File: src/rtl/ride_safety_fsm_mc.sv
// ride_safety_fsm_mc: multi-channel ride safety supervisor with debounce, escalation and acknowledged recovery.
// Ports:
//   clk, rst          rising-edge clock, synchronous active-high reset
//   sensor_raw        raw per-channel hazard levels (1 = hazard)
//   mask              per-channel ignore bits (1 = ignored)
//   ack               operator acknowledge, honoured only in SHUTDOWN with no active flag
//   state             0 NORMAL, 1 WARNING, 2 FAULT, 3 SHUTDOWN, 4 RECOVERY
//   alarm             high whenever state != NORMAL
//   fault_code        lowest active flag index + 1, 0 when no flag is active
//   fault_latched     sticky record of flagged channels, cleared on RECOVERY -> NORMAL
// Optional macro RIDE_FSM_MASK_LOCK_EN: outside NORMAL, flags use a mask shadow frozen on leaving NORMAL.
module ride_safety_fsm_mc #(
    parameter int                NUM_CH           = 8,
    parameter int                DEBOUNCE_CYCLES  = 3,
    parameter int                PERSIST_CYCLES   = 5,
    parameter int                SHUTDOWN_TIMEOUT = 20,
    parameter int                RECOVER_CYCLES   = 8,
    parameter logic [NUM_CH-1:0] CRIT_MASK        = NUM_CH'('h03),
    parameter logic [NUM_CH-1:0] KILL_MASK        = NUM_CH'('h01)
) (
    input  logic                        clk,
    input  logic                        rst,
    input  logic [NUM_CH-1:0]           sensor_raw,
    input  logic [NUM_CH-1:0]           mask,
    input  logic                        ack,
    output logic [2:0]                  state,
    output logic                        alarm,
    output logic [$clog2(NUM_CH+1)-1:0] fault_code,
    output logic [NUM_CH-1:0]           fault_latched
);
    localparam int CW = $clog2(DEBOUNCE_CYCLES + 1);
    localparam int PW = $clog2(SHUTDOWN_TIMEOUT + 1);
    localparam int RW = $clog2(RECOVER_CYCLES + 1);
    localparam int FW = $clog2(NUM_CH + 1);

    typedef enum logic [2:0] {
        NORMAL   = 3'd0,
        WARNING  = 3'd1,
        FAULT    = 3'd2,
        SHUTDOWN = 3'd3,
        RECOVERY = 3'd4
    } state_t;

    state_t                   state_q, state_d, cur;
    logic [NUM_CH-1:0]        db_q, db_d;
    logic [NUM_CH-1:0][CW-1:0] cnt_q, cnt_d;
    logic [PW-1:0]            persist_q, persist_d, persist_inc;
    logic [RW-1:0]            rec_q, rec_d;
    logic [NUM_CH-1:0]        fault_latched_q, fault_latched_d;
    logic [NUM_CH-1:0]        mask_eff, flag;
    logic                     any, crit, kill;

    // Encodings 5..7 cannot be reached; treat them as SHUTDOWN so a corrupted register fails safe.
    assign cur = (state_q > RECOVERY) ? SHUTDOWN : state_q;

`ifdef RIDE_FSM_MASK_LOCK_EN
    logic [NUM_CH-1:0] mask_sh_q, mask_sh_d;
    assign mask_sh_d = (cur == NORMAL) ? mask : mask_sh_q;
    assign mask_eff  = (cur == NORMAL) ? mask : mask_sh_q;
    always_ff @(posedge clk) begin
        mask_sh_q <= rst ? '0 : mask_sh_d;
    end
`else
    assign mask_eff = mask;
`endif

    assign flag = db_q & ~mask_eff;
    assign any  = |flag;
    assign crit = |(flag & CRIT_MASK);
    assign kill = |(flag & KILL_MASK);

    always_comb begin
        fault_code = '0;
        for (int i = NUM_CH - 1; i >= 0; i--)
            if (flag[i]) fault_code = FW'(i + 1);
    end

    // Debounce: a channel's bit follows raw only after DEBOUNCE_CYCLES consecutive differing cycles.
    always_comb begin
        db_d  = db_q;
        cnt_d = '0;
        for (int i = 0; i < NUM_CH; i++)
            if (sensor_raw[i] != db_q[i]) begin
                if (cnt_q[i] == CW'(DEBOUNCE_CYCLES - 1)) db_d[i] = sensor_raw[i];
                else cnt_d[i] = cnt_q[i] + CW'(1);
            end
    end

    always_comb begin
        persist_inc     = (persist_q == PW'(SHUTDOWN_TIMEOUT)) ? persist_q : persist_q + PW'(1);
        state_d         = cur;
        persist_d       = '0;
        rec_d           = '0;
        fault_latched_d = fault_latched_q | flag;
        case (cur)
            NORMAL: begin
                state_d   = any ? WARNING : NORMAL;
                persist_d = any ? PW'(1) : '0;
            end
            WARNING: begin
                persist_d = any ? persist_inc : '0;
                state_d   = (crit || persist_q >= PW'(PERSIST_CYCLES)) ? FAULT : (!any ? NORMAL : WARNING);
            end
            FAULT: begin
                persist_d = any ? persist_inc : '0;
                state_d   = (kill || persist_q >= PW'(SHUTDOWN_TIMEOUT)) ? SHUTDOWN : (!any ? WARNING : FAULT);
            end
            RECOVERY: begin
                state_d         = any ? SHUTDOWN : ((rec_q == RW'(RECOVER_CYCLES - 1)) ? NORMAL : RECOVERY);
                rec_d           = (any || rec_q == RW'(RECOVER_CYCLES - 1)) ? '0 : rec_q + RW'(1);
                fault_latched_d = (!any && rec_q == RW'(RECOVER_CYCLES - 1)) ? '0 : fault_latched_q | flag;
            end
            default: state_d = (ack && !any) ? RECOVERY : SHUTDOWN;
        endcase
    end

    always_ff @(posedge clk) begin
        if (rst) begin
            state_q         <= NORMAL;
            db_q            <= '0;
            cnt_q           <= '0;
            persist_q       <= '0;
            rec_q           <= '0;
            fault_latched_q <= '0;
        end else begin
            state_q         <= state_d;
            db_q            <= db_d;
            cnt_q           <= cnt_d;
            persist_q       <= persist_d;
            rec_q           <= rec_d;
            fault_latched_q <= fault_latched_d;
        end
    end

    assign state         = cur;
    assign alarm         = (cur != NORMAL);
    assign fault_latched = fault_latched_q;
endmodule

File: config.mk
export PLATFORM = sky130hd
export DESIGN_NAME = ride_safety_fsm_mc
export DESIGN_NICKNAME = d
export VERILOG_FILES = /design/src/rtl/ride_safety_fsm_mc.sv
export SDC_FILE = /design/constraint.sdc
export NUM_CORES = 1
export LEC_CHECK = 0
export ABC_AREA = 0
export CORE_UTILIZATION = 51
export CTS_CLUSTER_DIAMETER = 120
export DETAILED_ROUTE_END_ITERATION = 7
export HOLD_SLACK_MARGIN = 0.02
export MAX_ROUTING_LAYER = met4
export PLACE_DENSITY_LB_ADDON = 0.12
export SYNTH_ARGS = -nofsm -noshare
export SYNTH_HDL_FRONTEND = slang
export SYNTH_SLANG_ARGS = --single-unit
File: constraint.sdc
create_clock -name clk -period 2.5 [get_ports clk]
set_input_delay 0.25 -clock clk [delete_from_list [all_inputs] [get_ports clk]]
set_output_delay 0.25 -clock clk [all_outputs]
set_load 0.03 [all_outputs]
==> results.toml <==
[placement]
port_buffers = 34
pre_cts_ws_ps = 105
dp.final_hpwl_mm = 2.62
gp_congestion = 0.775

[synthesis]
syn_area_mm2 = 0.00195
yosysSeqAreaShare_pct = 45.2
synthDistinctLibCells = 35
synth-edff-count = 0
yosysTopAreaCellShare_pct = 45.2
syn_nets = 246
ys_warn_count = 0
syn_avg_cell_area_um2 = 9.07
yosys_register_bits = 44
synth_cells = 215
yosysTopAreaCell = "dfxtp_1"
synthFlopType = "dfxtp_1"
synthTopCellsByArea = "dfxtp_1, nor2_1, ha_1"
ys_async_sr_fraction_pct = 0

[pwr]
p_seq_share_pct = 50.0
p_sw_mw = 0.320
total_power_mw = 1.48
power.share.switching_pct = 21.7
share_comb_of_total_power_pct = 10.2
ir_worst_vdd_mv = 0.376
clkPwrFrac_pct = 39.8
power_density_mw_per_mm2 = 594
p_leak_nw = 0.978
p_int_mw = 1.16

[route]
avgRoutedWirePerCell_um = 11.6
remaining_drc_errors = 0
viasPerCell = 5.06
routed-via-count = 1537
first_pass_iters = 4
drt_iter0_markers = 48
drtAntennaViolNets = 0
routed_wl_mm = 3.54

[grt]
grtUsageTotal_pct = 20.7
antenna_found_initial = 0
grt_max_degree = 17
grt-ovfl-total = 0
grt_pass1_wl_mm = 6.26
grt_pass1_vias = 1429

[run_status]
status = "finished, final reports clean"

[timing]
slew_headroom_pct = 76.3
rsz0062_at_grt = "no"
hold_viol = 0
finalCritPeriodShare_pct = 94.9
fin_crit_ps = 2370
skew_ps = 7.31
drv_slew = 0
fmax_mhz = 421
fin_ws_ps = 127
worst_pin_slew_ps = 354
setup_viol = 0
tns_ps = 0

[cts]
cts.clk_slew.worst_paths_ps = 70
cts_made_buffers = 5
cts_tree = "built"
postCtsSetupRepairBufs = 0
cts_hold_buf = 0
post_cts_resized = 0
cts_buffer_depth = 2
root_buffer = "clkbuf_8"
ctsHtreeMaxLevel = 2
insertion_delay_ps = 290
cts_sinks = 44

[layout]
antenna_cells = 0
syn2layout_area_growth_pct = 27.5
drive_gt1_share_pct = 7.03
final_common_cell = "nor2_1"
final_cell_mix = "nor2_1, dfxtp_1, clkdlybuf4s50_1"
fin_nets = 286

[critical_path]
path_cells = "clkdlybuf4s50_1, nor2b_4, or4_1, nor2b_1, clkdlybuf4s50_1"
arrival_ps = 2120
crit_path_end_kind = "output pin"
slowest_delay_ps = 590
rrSetupSlack_ps = 550
critPathTopFamily = "buffers and inverters"
cp_max_fo = 4
crit_path_start_kind = "primary input"
cp_num_buf_inv = 2
worstSetupPathType = "primary input to output pin"
worstPathRequired_ps = 2250
cp_slowest_cell = "clkdlybuf4s50_1"
crit_top_cell = "clkdlybuf4s50_1"

[die]
die_area_mm2 = 0.00408
core_mm2 = 0.00366
start_util_pct = 53.3
row_count = 22
die_h_um = 63.8
die_w_um = 63.8
ios = 35

[job]
drv_cap = 0

[hold_path]
hold_class = "register to register"
-- cells by family after synthesis --
group / Yosys count / synth area share, %
simple gates: 89 / 22.8
flops: 44 / 45.2
fa+ha+maj: 13 / 8.21
buf+inv: 22 / 4.43
xor+xnor: 14 / 6.29
compound gates: 25 / 9.04
mux: 8 / 4.11
-- layout make-up --
| class | count | area (um^2) |
|---|---|---|
| repair buffers | 39 | 375 |
| inverters | 16 | 60.1 |
| flip-flops and latches | 44 | 881 |
| well taps | 48 | 60.1 |
| multi-input cells | 149 | 983 |
| fillers | 313 | 1170 |
| clock buffers | 7 | 96.3 |
| clock inverters | 1 | 30.0 |
-- registers in the layout, summed over array words and instances, names as in the netlist --
name / cells
db_q: 8
persist_q: 5
cnt_q: 16
fault_latched: 8
rec_q: 4
state_q: 3
-- final timing paths --
check | startpoint | to | cells past startpoint
hold reg to reg | cnt_q[14] | cnt_q[14] | 1
setup / recovery | mask[4] | fault_code[2] | 5
hold / removal | cnt_q[14] | cnt_q[14] | 1
setup reg to reg | db_q[4] | rec_q[2] | 5
-- routing by layer --
layer | wire (um) | track usage (%) | part of all wire [%] | vias up
li1 | - | - | - | 797
met1 | 1770 | 27.4 | 50 | 704
met2 | 1580 | 30.2 | 45 | 29
met3 | 129 | 4.82 | 3.6 | 7
met4 | 59 | 8.52 | 1.7 | 0
met5 | 0 | - | 0 | -
-- power by group through the flow --
stage / combinational [mW] / sequential, mW / clock, mW
detailed placement: 0.152 / 0.754 / 0
global route: 0.170 / 0.741 / 0.634
floorplan: 0.0867 / 0.754 / 0
global placement: 0.150 / 0.754 / 0
CTS: 0.153 / 0.738 / 0.603
finish: 0.151 / 0.738 / 0.587
-- cell usage after synthesis (4+ instances only) --
cell and count:
nor2b_1 4, clkbuf_1 5, a21oi_1 7, nand2b_1 5, a211oi_1 4, inv_1 16, nand2_1 6, nor2_1 48
ha_1 12, mux2i_1 8, or3_1 9, nand3_1 4, dfxtp_1 44, o21ai_1 4, xnor2_1 12
-- worst register-to-register path, stage by stage (launching register included) --
cell     delay [ps]
dfxtp_1         340
nor2b_4         140
or4_1           560
buf_4           200
or4_4           540
nor2_1          110
-- metrics by stage --
stage	instance area [um^2]	utilization [%]	instances	hold WS, ps
2_1_floorplan	1950	-	215	391
3_3_place_gp	2360	64.5	296	401
3_5_place_dp	2360	64.5	296	403
4_1_cts	2490	67.9	304	415
5_1_grt	2490	67.9	304	423
6_report	2490	67.9	304	410
No activity file was read; power rests on OpenSTA's default activity.
==> edit 1 (same settings) <==
Change the parameter `SHUTDOWN_TIMEOUT` from 20 to 10.
--- a/src/rtl/ride_safety_fsm_mc.sv
+++ b/src/rtl/ride_safety_fsm_mc.sv
@@ -15,3 +15,3 @@
     parameter int                PERSIST_CYCLES   = 5,
-    parameter int                SHUTDOWN_TIMEOUT = 20,
+    parameter int                SHUTDOWN_TIMEOUT = 10,
     parameter int                RECOVER_CYCLES   = 8,
Check against the original RTL: same outputs for any inputs over 10 cycles, from zero or initial values and one cycle with rst high; that may be too few to reach the edited logic, so the function may still have changed.
==> edit 1 against the unedited design <==
Sequential cell count shrank 1; combinational power grew 6%; fmax grew 0.87%; cell area grew 1.6%; count of clock-buffer cells in the layout shrank 1; routed wire length grew 5.4%; power shrank 3.0%; area after synthesis grew 2.6%; setup slack gained 0.020 ns; critical endpoint is now fault_code[0]; largest cell class unchanged; largest power group unchanged; highest routed layer unchanged.
==> edit 1: results <==
metrics = {
    "route": {
        "dr.first_iter.drc_count": 28,
        "wirelength_mm": 3.73,
        "top_layer": "met4",
        "dr.pass1.iters": 4,
        "wl_per_cell_um": 12.8,
        "route.met2.wl_mm": 1.82,
        "vias": 1514,
        "drt-met1-wl_mm": 1.71,
    },
    "global_route": {
        "track_usage_pct": 20.4,
        "grt_max_degree": 14,
        "met1_usage_pct": 22.3,
        "gr-usage-met2_pct": 35.1,
        "grt-ovfl-total": 0,
        "grt_pass1_wl_mm": 6.28,
        "grt_util_met3_pct": 4.58,
    },
    "setup_path": {
        "rrSetupSlack_ns": 0.70,
        "slowest_delay_ns": 0.71,
        "critical_path.endpoint": "fault_code[0]",
        "rr_worst_depth": 6,
        "r2r_start": "persist_q[1]",
        "reg2reg_to": "state_q[1]",
        "crit_family": "buffers and inverters",
        "crit_start": "db_q[6]",
    },
    "clocking": {
        "clock_latency_ns": 0.29,
        "clkSlewWorstSetupHoldPaths_ns": 0.08,
    },
    "cells_and_area": {
        "fillers": 305,
        "drive_above_1_share_pct": 10.7,
    },
    "synth": {
        "synth_cell_types": 41,
        "syn_avg_cell_area_um2": 9.86,
        "ys_top_cells_by_area": "dfxtp_1, ha_1, nor2_1, mux2i_1, xnor2_1",
        "synth-seq-area-share_pct": 43.0,
        "syn-num-nets": 235,
        "synthTopCellsByCount": "dfxtp_1, nor2_1, ha_1",
    },
    "worst_hold_path": {
        "min-delay-start": "cnt_q[4]",
        "hold_end": "cnt_q[4]",
    },
    "sta": {
        "finClkSkew_ns": 0.00223,
        "postLayoutSetupSlackWorst_ns": 0.148,
        "slew_headroom_pct": 73.5,
        "fin_hold_ws_ns": 0.413,
    },
    "place": {
        "dp_hpwl_mm": 2.92,
        "dp.cells": 284,
        "pre_cts_slack_ns": 0.203,
        "dpl_cell_area_mm2": 0.00241,
        "gp_congestion": 0.822,
        "io_buffers": 34,
    },
    "power": {
        "p_seq_mw": 0.722,
        "ir_drop_uv": 301,
        "swShare_pct": 22.2,
        "p_leak_nw": 1.00,
        "clock_net_power_mw": 0.550,
        "finalPower_mw": 1.43,
    },
    "floorplan": {
        "die_w_um": 64.7,
    },
    "status": {
        "outcome": "finished clean",
    },
}
edit 1: cell count changes after synthesis, sizes merged, moves of 4 or more:
cell / before / now
and2b: 0 / 4
o21a: 0 / 8
nor2: 48 / 38
inv: 16 / 12
edit 1: logic make-up (layout without fill, tap and decap cells):
group,Yosys count,count (layout),share of synthesized area (%)
simple gates,80,80,25.3
mux,8,8,4.00
flops,43,43,43.0
buf+inv,16,57,3.13
xor+xnor,13,13,5.69
compound gates,30,30,10.7
fa+ha+maj,13,13,8.13
edit 1: cell type report:
class                           instances  area [um2]  area share, %
Sequential cell                        43         861           34.1
Timing Repair Buffer                   37         363           14.4
Tap cell                               48        60.1           2.38
Inverter                               12        45.0           1.78
Multi-Input combinational cell        144        1080           42.7
Clock buffer                            6        82.6           3.27
Clock inverter                          2        35.0           1.39
edit 1: worst register-to-register path, stage by stage, from the launching register on:
cell	delay, ns
dfxtp_1	0.42
inv_1	0.11
ha_1	0.18
nand2b_1	0.14
a2111o_1	0.43
a221oi_1	0.31
o21ai_1	0.09
==> edit 2 (config.mk and constraints unchanged) <==
Made on the original files. `db_q` no longer has a reset.
--- a/src/rtl/ride_safety_fsm_mc.sv
+++ b/src/rtl/ride_safety_fsm_mc.sv
@@ -119,3 +119,2 @@
             state_q         <= NORMAL;
-            db_q            <= '0;
             cnt_q           <= '0;
@@ -126,3 +125,2 @@
             state_q         <= state_d;
-            db_q            <= db_d;
             cnt_q           <= cnt_d;
@@ -134,2 +132,6 @@
 
+    always_ff @(posedge clk) begin
+        db_q <= db_d;
+    end
+
     assign state         = cur;
Behaviour: differs if rst is asserted again (counterexample within 4 cycles, from zero or initial values and one cycle with rst high); with rst held inactive, the same outputs for 10 cycles.
==> edit 2 against the unedited design <==
Cell area is 1.9% higher; setup slack improved by 0.089 ns; global-route usage fell by 1.3 points; area after synthesis grew 3.7%; first-iteration DRC count is 150% higher; sequential cell count stayed put; power is 2.6% higher; count of clock-buffer cells in the layout is 1 lower; critical path depth unchanged; routed wire length increased by 1.3%; via count fell by 1.4%; highest routed layer unchanged.
==> edit 2: results <==
metrics = {
    "status": {
        "outcome": "finished clean",
    },
    "setup_path": {
        "slowest_delay_ns": 0.66,
        "crit_arrival_ns": 2.03,
        "crit_path_max_fanout": 5,
    },
    "synth": {
        "synth_enable_flop_cells": 8,
        "synth-seq-area-share_pct": 47.5,
        "synthTopCellsByCount": "nor2_1, dfxtp_1, inv_1",
        "ys_top_cells_by_area": "dfxtp_1, edfxtp_1, ha_1, nor2_1, xor2_1",
        "synth_cell_types": 36,
        "synth_top_area_share_pct": 35.6,
        "async_flop_share_pct": 0,
        "syn-num-nets": 242,
    },
    "global_route": {
        "grt_max_degree": 14,
        "grt_pass1_wl_mm": 5.91,
        "grt_util_met3_pct": 5.63,
        "track_usage_pct": 19.4,
        "grt_pass1_vias": 1384,
        "met1_usage_pct": 22.1,
        "antenna_found_initial": 0,
        "gr-usage-met2_pct": 31.8,
    },
    "power": {
        "ir_drop_uv": 403,
        "p_int_mw": 1.15,
        "p_leak_nw": 1.01,
    },
    "sta": {
        "tightestPinTransition_ns": 0.504,
        "finClkSkew_ns": 0.00629,
    },
    "worst_hold_path": {
        "hold_path_class": "register to register",
    },
    "cells_and_area": {
        "drive_above_1_share_pct": 7.14,
        "fillers": 326,
        "nets": 282,
    },
    "place": {
        "pre_cts_slack_ns": 0.273,
        "dp_hpwl_mm": 2.83,
        "gp_congestion": 0.845,
        "dpl_cell_area_mm2": 0.00242,
    },
    "route": {
        "wl_per_cell_um": 12.0,
        "dr.first_iter.drc_count": 118,
        "routed_via_density": 5.05,
    },
}
-- edit 2: worst paths after layout --
path	startpoint	end	slack [ns]	cells past startpoint
worst min register to register	cnt_q[10]	cnt_q[10]	0.41	1
worst max-delay path	db_q[6]	fault_code[0]	0.22	5
worst min-delay path	cnt_q[10]	cnt_q[10]	0.41	1
worst max register to register	db_q[0]	fault_latched[7]	0.74	4
-- edit 2: cell type report --
cell class / instances / area [um2] / share of cell area, %
clock inverter: 2 / 35.0 / 1.38
inverter: 13 / 48.8 / 1.93
sequential: 44 / 961 / 37.9
tap: 48 / 60.1 / 2.37
timing repair buffer: 37 / 360 / 14.2
clock buffer: 6 / 72.6 / 2.87
multi-input combinational: 150 / 995 / 39.3
-- edit 2: worst max-delay path, delay by kind of cell, from the launching register on --
family | cells | cell delay (ns)
buffers and inverters | 1 | 0.66
and+or+nand+nor | 1 | 0.32
DFF | 1 | 0.37
AOI/OAI and AO/OA | 3 | 0.39
-- edit 2: power by group through the flow --
stage | sequential [mW] | clock [mW] | combinational (mW)
floorplan | 0.794 | 0 | 0.124
global placement | 0.789 | 0 | 0.213
detailed placement | 0.790 | 0 | 0.217
CTS | 0.773 | 0.543 | 0.218
global route | 0.778 | 0.566 | 0.239
finish | 0.773 | 0.525 | 0.216
-- edit 2: per-stage QoR --
| step | std cells | hold WS (ns) | power, mW | utilization (%) |
|---|---|---|---|---|
| after floorplan | 211 | 0.349 | 0.918 | - |
| after global placement | 292 | 0.400 | 1.00 | 64.8 |
| after detailed placement | 292 | 0.405 | 1.01 | 64.8 |
| after CTS | 300 | 0.415 | 1.53 | 67.6 |
| after global routing | 300 | 0.425 | 1.58 | 67.6 |
| final | 300 | 0.409 | 1.51 | 67.6 |
-- edit 2: routing by layer --
metal / part of all wire, % / up-vias
met1: 47 / 692
met3: 3.6 / 4
li1: - / 794
met4: 1.4 / 0
met2: 48 / 26
met5: 0 / -
-- edit 2: cells by family (layout without fill, tap and decap cells) --
family / after synthesis / in the layout / synth area share, %
adder cells (fa/ha/maj): 13 / 13 / 7.92
XOR/XNOR: 14 / 14 / 6.06
AO/OA/AOI/OAI: 29 / 29 / 11.6
flip-flops: 44 / 44 / 47.5
AND/OR/NAND/NOR: 94 / 94 / 23.6
buffers and inverters: 17 / 58 / 3.34
